==> src/rtl/mul_seq.sv <==
`default_nettype none
// +----------------------------------------------------------------------------+
// | mul_seq: W-bit sequential MSB-first shift-add multiplier, signed/unsigned  |
// |          per operation, 2W-bit product after W step cycles.                |
// | Revision: 1.0                                                              |
// +----------------------------------------------------------------------------+
module mul_seq #(
    parameter int W = 8
) (
    input  logic             ck,
    input  logic             rst,
    input  logic             start,
    input  logic             sgn,
    input  logic [W-1:0]     a,
    input  logic [W-1:0]     b,
    output logic [2*W-1:0]   o,
    output logic             busy,
    output logic             fin
);

    localparam int CW = (W > 1) ? $clog2(W) : 1;

    localparam logic [0:0]    c_st_idle = 1'b0;
    localparam logic [0:0]    c_st_run  = 1'b1;
    localparam logic [CW-1:0] c_last    = CW'(W - 1);

    logic [0:0]     r_state;
    logic [CW-1:0]  r_cnt;
    logic [W-1:0]   r_areg;
    logic [W-1:0]   r_breg;
    logic           r_mode;

    logic [2*W-1:0] w_ext;
    logic [2*W-1:0] w_pp;
    logic [2*W-1:0] w_next;

    // In signed mode the multiplier MSB carries weight -2^(W-1), so that
    // partial product is subtracted rather than added.
    always_comb begin
        w_ext  = r_mode ? {{W{r_areg[W-1]}}, r_areg} : {{W{1'b0}}, r_areg};
        w_pp   = '0;
        if (r_breg[r_cnt]) begin
            w_pp = (r_mode && (r_cnt == c_last)) ? (~w_ext + 1'b1) : w_ext;
        end
        w_next = {o[2*W-2:0], 1'b0} + w_pp;
    end

    always_ff @(posedge ck) begin
        if (rst) begin
            r_state <= c_st_idle;
            r_cnt   <= '0;
            r_areg  <= '0;
            r_breg  <= '0;
            r_mode  <= 1'b0;
            o       <= '0;
            busy    <= 1'b0;
            fin     <= 1'b0;
        end else begin
            case (r_state)
                c_st_idle: begin
                    fin <= 1'b0;
                    if (start) begin
                        r_areg  <= a;
                        r_breg  <= b;
                        r_mode  <= sgn;
                        o       <= '0;
                        r_cnt   <= c_last;
                        r_state <= c_st_run;
                        busy    <= 1'b1;
                    end
                end
                c_st_run: begin
                    o <= w_next;
                    if (r_cnt == '0) begin
                        r_state <= c_st_idle;
                        busy    <= 1'b0;
                        fin     <= 1'b1;
                    end else begin
                        r_cnt <= r_cnt - 1'b1;
                    end
                end
                default: begin
                    r_state <= c_st_idle;
                    busy    <= 1'b0;
                    fin     <= 1'b0;
                end
            endcase
        end
    end

endmodule
`default_nettype wire

==> config.mk <==
export PLATFORM = sky130hd
export DESIGN_NAME = mul_seq
export DESIGN_NICKNAME = d
export VERILOG_FILES = /design/src/rtl/mul_seq.sv
export SDC_FILE = /design/constraint.sdc
export NUM_CORES = 1
export LEC_CHECK = 0
export CORE_UTILIZATION = 53
export CTS_CLUSTER_DIAMETER = 150
export CTS_CLUSTER_SIZE = 20
export DETAILED_ROUTE_END_ITERATION = 10
export HOLD_SLACK_MARGIN = 0.02
export MAX_ROUTING_LAYER = met4
export PLACE_DENSITY = 0.79
export SLEW_MARGIN = 20
export SYNTH_ARGS = -nofsm -noshare
export SYNTH_HDL_FRONTEND = slang
export SYNTH_SLANG_ARGS = --single-unit
==> constraint.sdc <==
create_clock -name ck -period 4.9 [get_ports ck]
set_input_delay 0.49 -clock ck [delete_from_list [all_inputs] [get_ports ck]]
set_output_delay 0.49 -clock ck [all_outputs]
set_load 0.005 [all_outputs]
==> impl_metrics.py, run 1 <==
metrics = {
    "outcome": {
        "status": "finished, final reports clean",
    },
    "clock_tree": {
        "path_clk_slew_ns": 0.08,
        "cts_buffer_depth": 2,
        "tritoncts": "yes",
        "htree_levels": 2,
        "ctsResizeCount": 0,
        "cts_inserted_buffers": 5,
        "holdBufCountCts": 0,
        "ctsRootBufferMaster": "clkbuf_8",
        "cts_sinks": 39,
        "post-cts-setup-buffers": 0,
        "clk-insertion-delay-late_ns": 0.28,
    },
    "floorplanning": {
        "row_count": 23,
        "coreArea_mm2": 0.004115,
        "fp.dieH_um": 68.59,
        "dieArea_mm2": 0.004704,
        "die_x_um": 68.59,
        "initial_core_util_pct": 57.10,
        "io_pins": 38,
    },
    "timing": {
        "final_hold_viol_count": 0,
        "slew_viol_final": 0,
        "slew_headroom_pct": 31.61,
        "tns_ns": 0,
        "fin_crit_ns": 3.720,
        "worst_pin_slew_ns": 1.024,
        "fmax_mhz": 268.8,
        "clock_skew_ns": 0.002982,
        "min_period_over_period_pct": 75.91,
        "rsz0062_at_grt": "false",
        "finalSetupViolations": 0,
    },
    "yosys": {
        "ys_types": 43,
        "synth_ff_type": "dfxtp_1",
        "synth-edff-count": 0,
        "synthCells": 290,
        "ys_seq_area_share_pct": 33.23,
        "syn_area_mm2": 0.002350,
        "synth_nets": 329,
        "yosysWarnings": 0,
        "avgSynthCellArea_um2": 8.103,
        "synth-seq-cells": 39,
        "synthArstFlopShare_pct": 0,
    },
    "worst_setup_path": {
        "r2r_setup_slack_ns": 1.18,
        "path_max_fanout": 15,
        "timing.rr.end": "o[15]",
        "cp-end-kind": "flop",
        "cp-start-kind": "flop",
        "r2r_start": "r_cnt[1]",
        "arrival_ns": 3.90,
        "reg2regPathDepth": 12,
        "required_ns": 5.08,
        "worstSetupPathType": "flop to flop",
    },
    "power": {
        "p_leak_nw": 1.157,
        "power_density_mw_per_mm2": 243.1,
        "ir_worst_vdd_mv": 0.2027,
        "total_power_uw": 690.1,
    },
    "global_route": {
        "antenna_found_initial": 0,
        "grt_pass1_wl_mm": 8.335,
        "grt-ovfl-total": 0,
        "grtUsageTotal_pct": 24.37,
        "grt_max_degree": 35,
        "grt_pass1_vias": 1905,
    },
    "routing": {
        "wl_met1_mm": 2.368,
        "drt-initial-drc-count": 160,
        "top_layer": "met4",
        "ant_nets": 0,
        "viasPerCell": 5.695,
        "drc_errors": 0,
        "post_drt_wl_per_cell_um": 13.27,
        "wirelength_mm": 4.925,
        "wl_met2_mm": 2.272,
        "dr_total_vias": 2113,
        "wl_met3_um": 204,
        "first_pass_iters": 4,
    },
    "min_path": {
        "min_path_cells": 2,
        "min_to": "r_breg[2]",
        "min_from": "r_breg[2]",
        "hp-class": "flop to flop",
    },
    "layout": {
        "drive_above_1_share_pct": 6.542,
        "layout_common_cells": "51 x a21oi_1, 42 x nand2_1, 39 x dfxtp_1, 37 x clkdlybuf4s50_1, 26 x nor2_1",
        "num-fill-cells": 345,
        "area_growth_pct": 20.82,
        "antennaDiodeCount": 0,
        "fin_area_mm2": 0.002839,
        "fin_nets": 359,
        "layout_commonest_cell": "a21oi_1",
    },
    "place": {
        "dp_hpwl_mm": 3.603,
        "portBuffers": 37,
        "postPlaceCellArea_mm2": 0.002733,
        "place_congestion": 0.8718,
    },
    "job": {
        "max_cap_violations": 0,
    },
}
==> synth_stat cells (all sizes together), types with 2 or more instances <==
cell | instances | area share [%]
a21o | 5 | 1.6
ha | 18 | 9.6
nand3 | 5 | 1.1
a31oi | 2 | 0.80
nor2 | 26 | 4.2
nor3b | 9 | 2.9
mux4 | 2 | 2.1
o21bai | 2 | 0.64
nand2 | 42 | 6.7
nor3 | 4 | 0.85
inv | 7 | 1.1
mux2i | 2 | 1.4
nand2b | 3 | 0.91
nor2b | 4 | 1.1
a21oi | 54 | 12
o21ai | 14 | 3.1
xor2 | 6 | 2.2
o21a | 2 | 0.64
dfxtp | 39 | 33
a22o | 5 | 1.9
a311oi | 2 | 0.75
xnor2 | 9 | 3.4
buf | 4 | 0.69
clkbuf | 11 | 1.8
a211oi | 3 | 1.2
or3 | 2 | 0.53
==> logic make-up (layout without fill, tap and decap cells) <==
group / after synthesis / in the layout / synth area share [%]
simple gates: 99 / 99 / 19.91
xor+xnor: 15 / 15 / 5.591
buf+inv: 22 / 53 / 3.568
fa+ha+maj: 19 / 19 / 10.44
flops: 39 / 39 / 33.23
mux: 4 / 4 / 3.461
compound gates: 92 / 92 / 23.80
==> cell type report <==
class | count | area [um2] | share of cell area (%)
Timing Repair Buffer | 38 | 377.9 | 13.31
Multi-Input combinational cell | 229 | 1488 | 52.40
Inverter | 7 | 26.28 | 0.9255
Tap cell | 50 | 62.56 | 2.204
Clock inverter | 1 | 7.507 | 0.2644
Clock buffer | 7 | 96.34 | 3.394
Sequential cell | 39 | 780.7 | 27.50
==> registers in the layout, summed over array words and instances (netlist names) <==
name / flops
busy: 1
fin: 1
o: 16
r_areg: 8
r_breg: 8
r_cnt: 3
r_mode: 1
r_state: 1
==> worst max-delay path by stage <==
stage               slack (ns)  depth (start not counted)  endpoint     start
floorplan                 1.33                         13     o[15]  r_cnt[1]
global placement          1.28                         12     o[15]  r_cnt[1]
detailed placement        1.20                         12     o[15]  r_cnt[1]
CTS                       1.19                         12     o[15]  r_cnt[1]
global route              0.92                         12     o[15]  r_cnt[1]
finish                    1.18                         12     o[15]  r_cnt[1]
==> power by group <==
| part | leakage, nW | internal [mW] | total (mW) | switching, mW |
|---|---|---|---|---|
| Clock | 0.0505 | 0.128 | 0.239 | 0.111 |
| Combinational | 0.788 | 0.0479 | 0.0987 | 0.0509 |
| Sequential | 0.318 | 0.331 | 0.352 | 0.0210 |
==> per-layer routing <==
metal,up-vias,global-route usage (%)
met3,8,3.783
met4,0,9.896
met1,962,30.55
met2,60,38.97
li1,1083,-
met5,-,-
==> worst max-delay path, stage by stage, from the launching register on <==
cell and delay (ns):
dfxtp_1 0.43, mux4_1 0.63, mux2i_4 0.39, nor2_1 0.10, ha_1 0.23, fa_1 0.43, a211oi_1 0.32, o21bai_1 0.18
a211oi_2 0.34, o21ai_1 0.09, a21oi_1 0.19, xnor2_1 0.08, a22o_1 0.22
==> through the flow <==
| stage | utilization (%) | hold slack, ns | setup slack [ns] | cells |
|---|---|---|---|---|
| floorplan | - | 0.4315 | 1.328 | 290 |
| global route | 68.99 | 0.4762 | 0.9205 | 371 |
| finish | 68.99 | 0.4535 | 1.180 | 371 |
| global placement | 66.40 | 0.4423 | 1.281 | 363 |
| CTS | 68.93 | 0.4560 | 1.186 | 371 |
| detailed placement | 66.40 | 0.4453 | 1.198 | 363 |
Note: power is estimated with default switching activity, not from simulation.
==> run 2: changes to the inputs <==
- clock period: 4.9 -> 3.7 ns (I/O delays scaled with it)
==> run 2 against run 1 <==
Compared with the run above: clock power increased by 18%; non-clock buffer count increased by 3; cell count rose by 0.81%; power is 28% higher; sequential cell count did not move; clock-buffer cell count fell by 1; cell area about the same; register-to-register slack lost 0.98 ns; worst setup slack lost 0.98 ns; sequential power rose by 31%; critical endpoint unchanged.
==> impl_metrics.py, run 2 (synthesis results as in run 1) <==
metrics = {
    "clock_tree": {
        "ctsResizeCount": 0,
        "cts_inserted_buffers": 5,
        "htree_levels": 2,
        "post-cts-setup-buffers": 0,
        "tritoncts": "yes",
        "clk-insertion-delay-late_ns": 0.29,
        "ctsRootBufferMaster": "clkbuf_8",
        "path_clk_slew_ns": 0.08,
        "cts_buffer_depth": 2,
        "holdBufCountCts": 0,
        "cts_sinks": 39,
    },
    "power": {
        "p_leak_nw": 1.161,
        "power_density_mw_per_mm2": 310.6,
        "ir_worst_vdd_mv": 0.2065,
    },
    "global_route": {
        "grt_pass1_vias": 1904,
        "grtUsageTotal_pct": 24.35,
        "grt-ovfl-total": 0,
        "grt_max_degree": 22,
        "antenna_found_initial": 0,
        "grt_pass1_wl_mm": 8.349,
    },
    "timing": {
        "final_hold_viol_count": 0,
        "finalSetupViolations": 0,
        "fmax_mhz": 285.5,
        "min_period_over_period_pct": 94.68,
        "rsz0062_at_grt": "false",
        "slew_viol_final": 0,
        "tns_ns": 0,
        "fin_crit_ns": 3.503,
        "worst_pin_slew_ns": 0.8436,
        "clock_skew_ns": 0.006119,
        "slew_headroom_pct": 43.58,
    },
    "routing": {
        "drc_errors": 0,
        "dr_total_vias": 2112,
        "ant_nets": 0,
        "post_drt_wl_per_cell_um": 13.38,
        "drt-initial-drc-count": 126,
        "viasPerCell": 5.647,
        "wirelength_mm": 5.005,
        "first_pass_iters": 4,
    },
    "worst_setup_path": {
        "path_max_fanout": 5,
        "cp-start-kind": "flop",
        "cp-end-kind": "flop",
        "cp-endpoint": "o[15]",
        "arrival_ns": 3.69,
        "setup.worst_path.start": "r_cnt[1]",
        "worstSetupPathType": "flop to flop",
        "r2r_start": "r_cnt[1]",
        "r2r_setup_slack_ns": 0.20,
        "reg2regPathDepth": 12,
        "timing.rr.end": "o[15]",
        "required_ns": 3.89,
    },
    "layout": {
        "multiInputGateArea_mm2": 0.001485,
        "drive_above_1_share_pct": 6.790,
        "layout_commonest_cell": "a21oi_1",
        "largest_reg_flops": 16,
        "antennaDiodeCount": 0,
        "seq_area_um2": 780.7,
        "top_regs": "o: 16 flops, r_areg: 8 flops, r_breg: 8 flops",
        "area_growth_pct": 20.87,
        "layout_common_cells": "51 x a21oi_1, 42 x nand2_1, 39 x dfxtp_1, 37 x clkdlybuf4s50_1, 26 x nor2_1",
        "stdcell_count": 374,
        "fin_util_pct": 69.02,
        "num-fill-cells": 377,
        "largest-register": "o",
        "fin_nets": 362,
    },
    "floorplanning": {
        "row_count": 23,
        "die_x_um": 68.59,
        "io_pins": 38,
        "fp.dieH_um": 68.59,
        "dieArea_mm2": 0.004704,
        "coreArea_mm2": 0.004115,
        "initial_core_util_pct": 57.10,
    },
    "min_path": {
        "hp-class": "flop to flop",
    },
    "job": {
        "max_cap_violations": 0,
    },
    "place": {
        "dp.cells": 366,
        "portBuffers": 37,
        "dp_hpwl_mm": 3.803,
        "place_congestion": 0.8926,
    },
    "outcome": {
        "status": "finished, final reports clean",
    },
}
run 2: changes by cell type in the layout (fill, tap and decap cells not counted):
cell,previous run,this run
clkbuf_1,0,1
nor2b_1,3,4
buf_4,1,4
nor2b_2,1,0
clkinv_2,0,1
clkbuf_8,7,5
run 2: metal layers:
metal	vias up	GRT usage (%)	part of all wire (%)
li1	1090	-	-
met4	0	7.813	1.5
met2	60	39.71	47
met1	953	30.11	46
met3	9	4.770	5.0
met5	-	-	0
run 2: worst max-delay path: stages (launching register included):
cell      delay (ns)
dfxtp_1         0.42
mux4_1          0.62
mux2i_4         0.19
nor2_1          0.07
ha_1            0.22
fa_1            0.44
a211oi_1        0.32
o21bai_1        0.16
a211oi_2        0.34
o21ai_1         0.09
a21oi_1         0.19
xnor2_1         0.11
a22o_1          0.23
run 2: where the power goes:
part,internal (mW),leakage [nW],switching (mW)
Clock,0.132,0.0412,0.150
Combinational,0.0672,0.802,0.0734
Sequential,0.439,0.318,0.0210
Total,0.638,1.16,0.244
run 2: layout make-up:
type / count / area share, %
inverters: 7 / 0.9251
well taps: 50 / 2.203
repair buffers: 41 / 14.10
clock buffers: 6 / 2.555
clock inverters: 2 / 0.4405
flip-flops and latches: 39 / 27.49
multi-input cells: 229 / 52.29
run 2: how the worst min path moves through the flow:
stage,depth (start not counted),slack (ns),to,start
floorplan,2,0.43,r_breg[2],r_breg[2]
global placement,2,0.44,r_breg[6],r_breg[6]
detailed placement,1,0.45,fin,fin
CTS,2,0.47,r_breg[0],r_breg[0]
global route,2,0.49,r_breg[0],r_breg[0]
finish,2,0.46,r_breg[6],r_breg[6]
run 2: per-stage QoR:
step / cell area (um2) / total power [mW] / hold slack (ns) / worst slack (ns)
finish: 2840 / 0.8822 / 0.4636 / 0.1969
global route: 2840 / 0.9230 / 0.4851 / 0.01069
CTS: 2840 / 0.8867 / 0.4682 / 0.1725
detailed placement: 2755 / 0.6101 / 0.4539 / 0.1699
global placement: 2755 / 0.6052 / 0.4439 / 0.2888
floorplan: 2350 / 0.5585 / 0.4315 / 0.1279
==> run 3: changes to the inputs <==
- CTS_CLUSTER_SIZE: 20 -> 16
==> results of run 3 <==
Same layout as run 2: the final DEF is identical, and so are final timing and power.
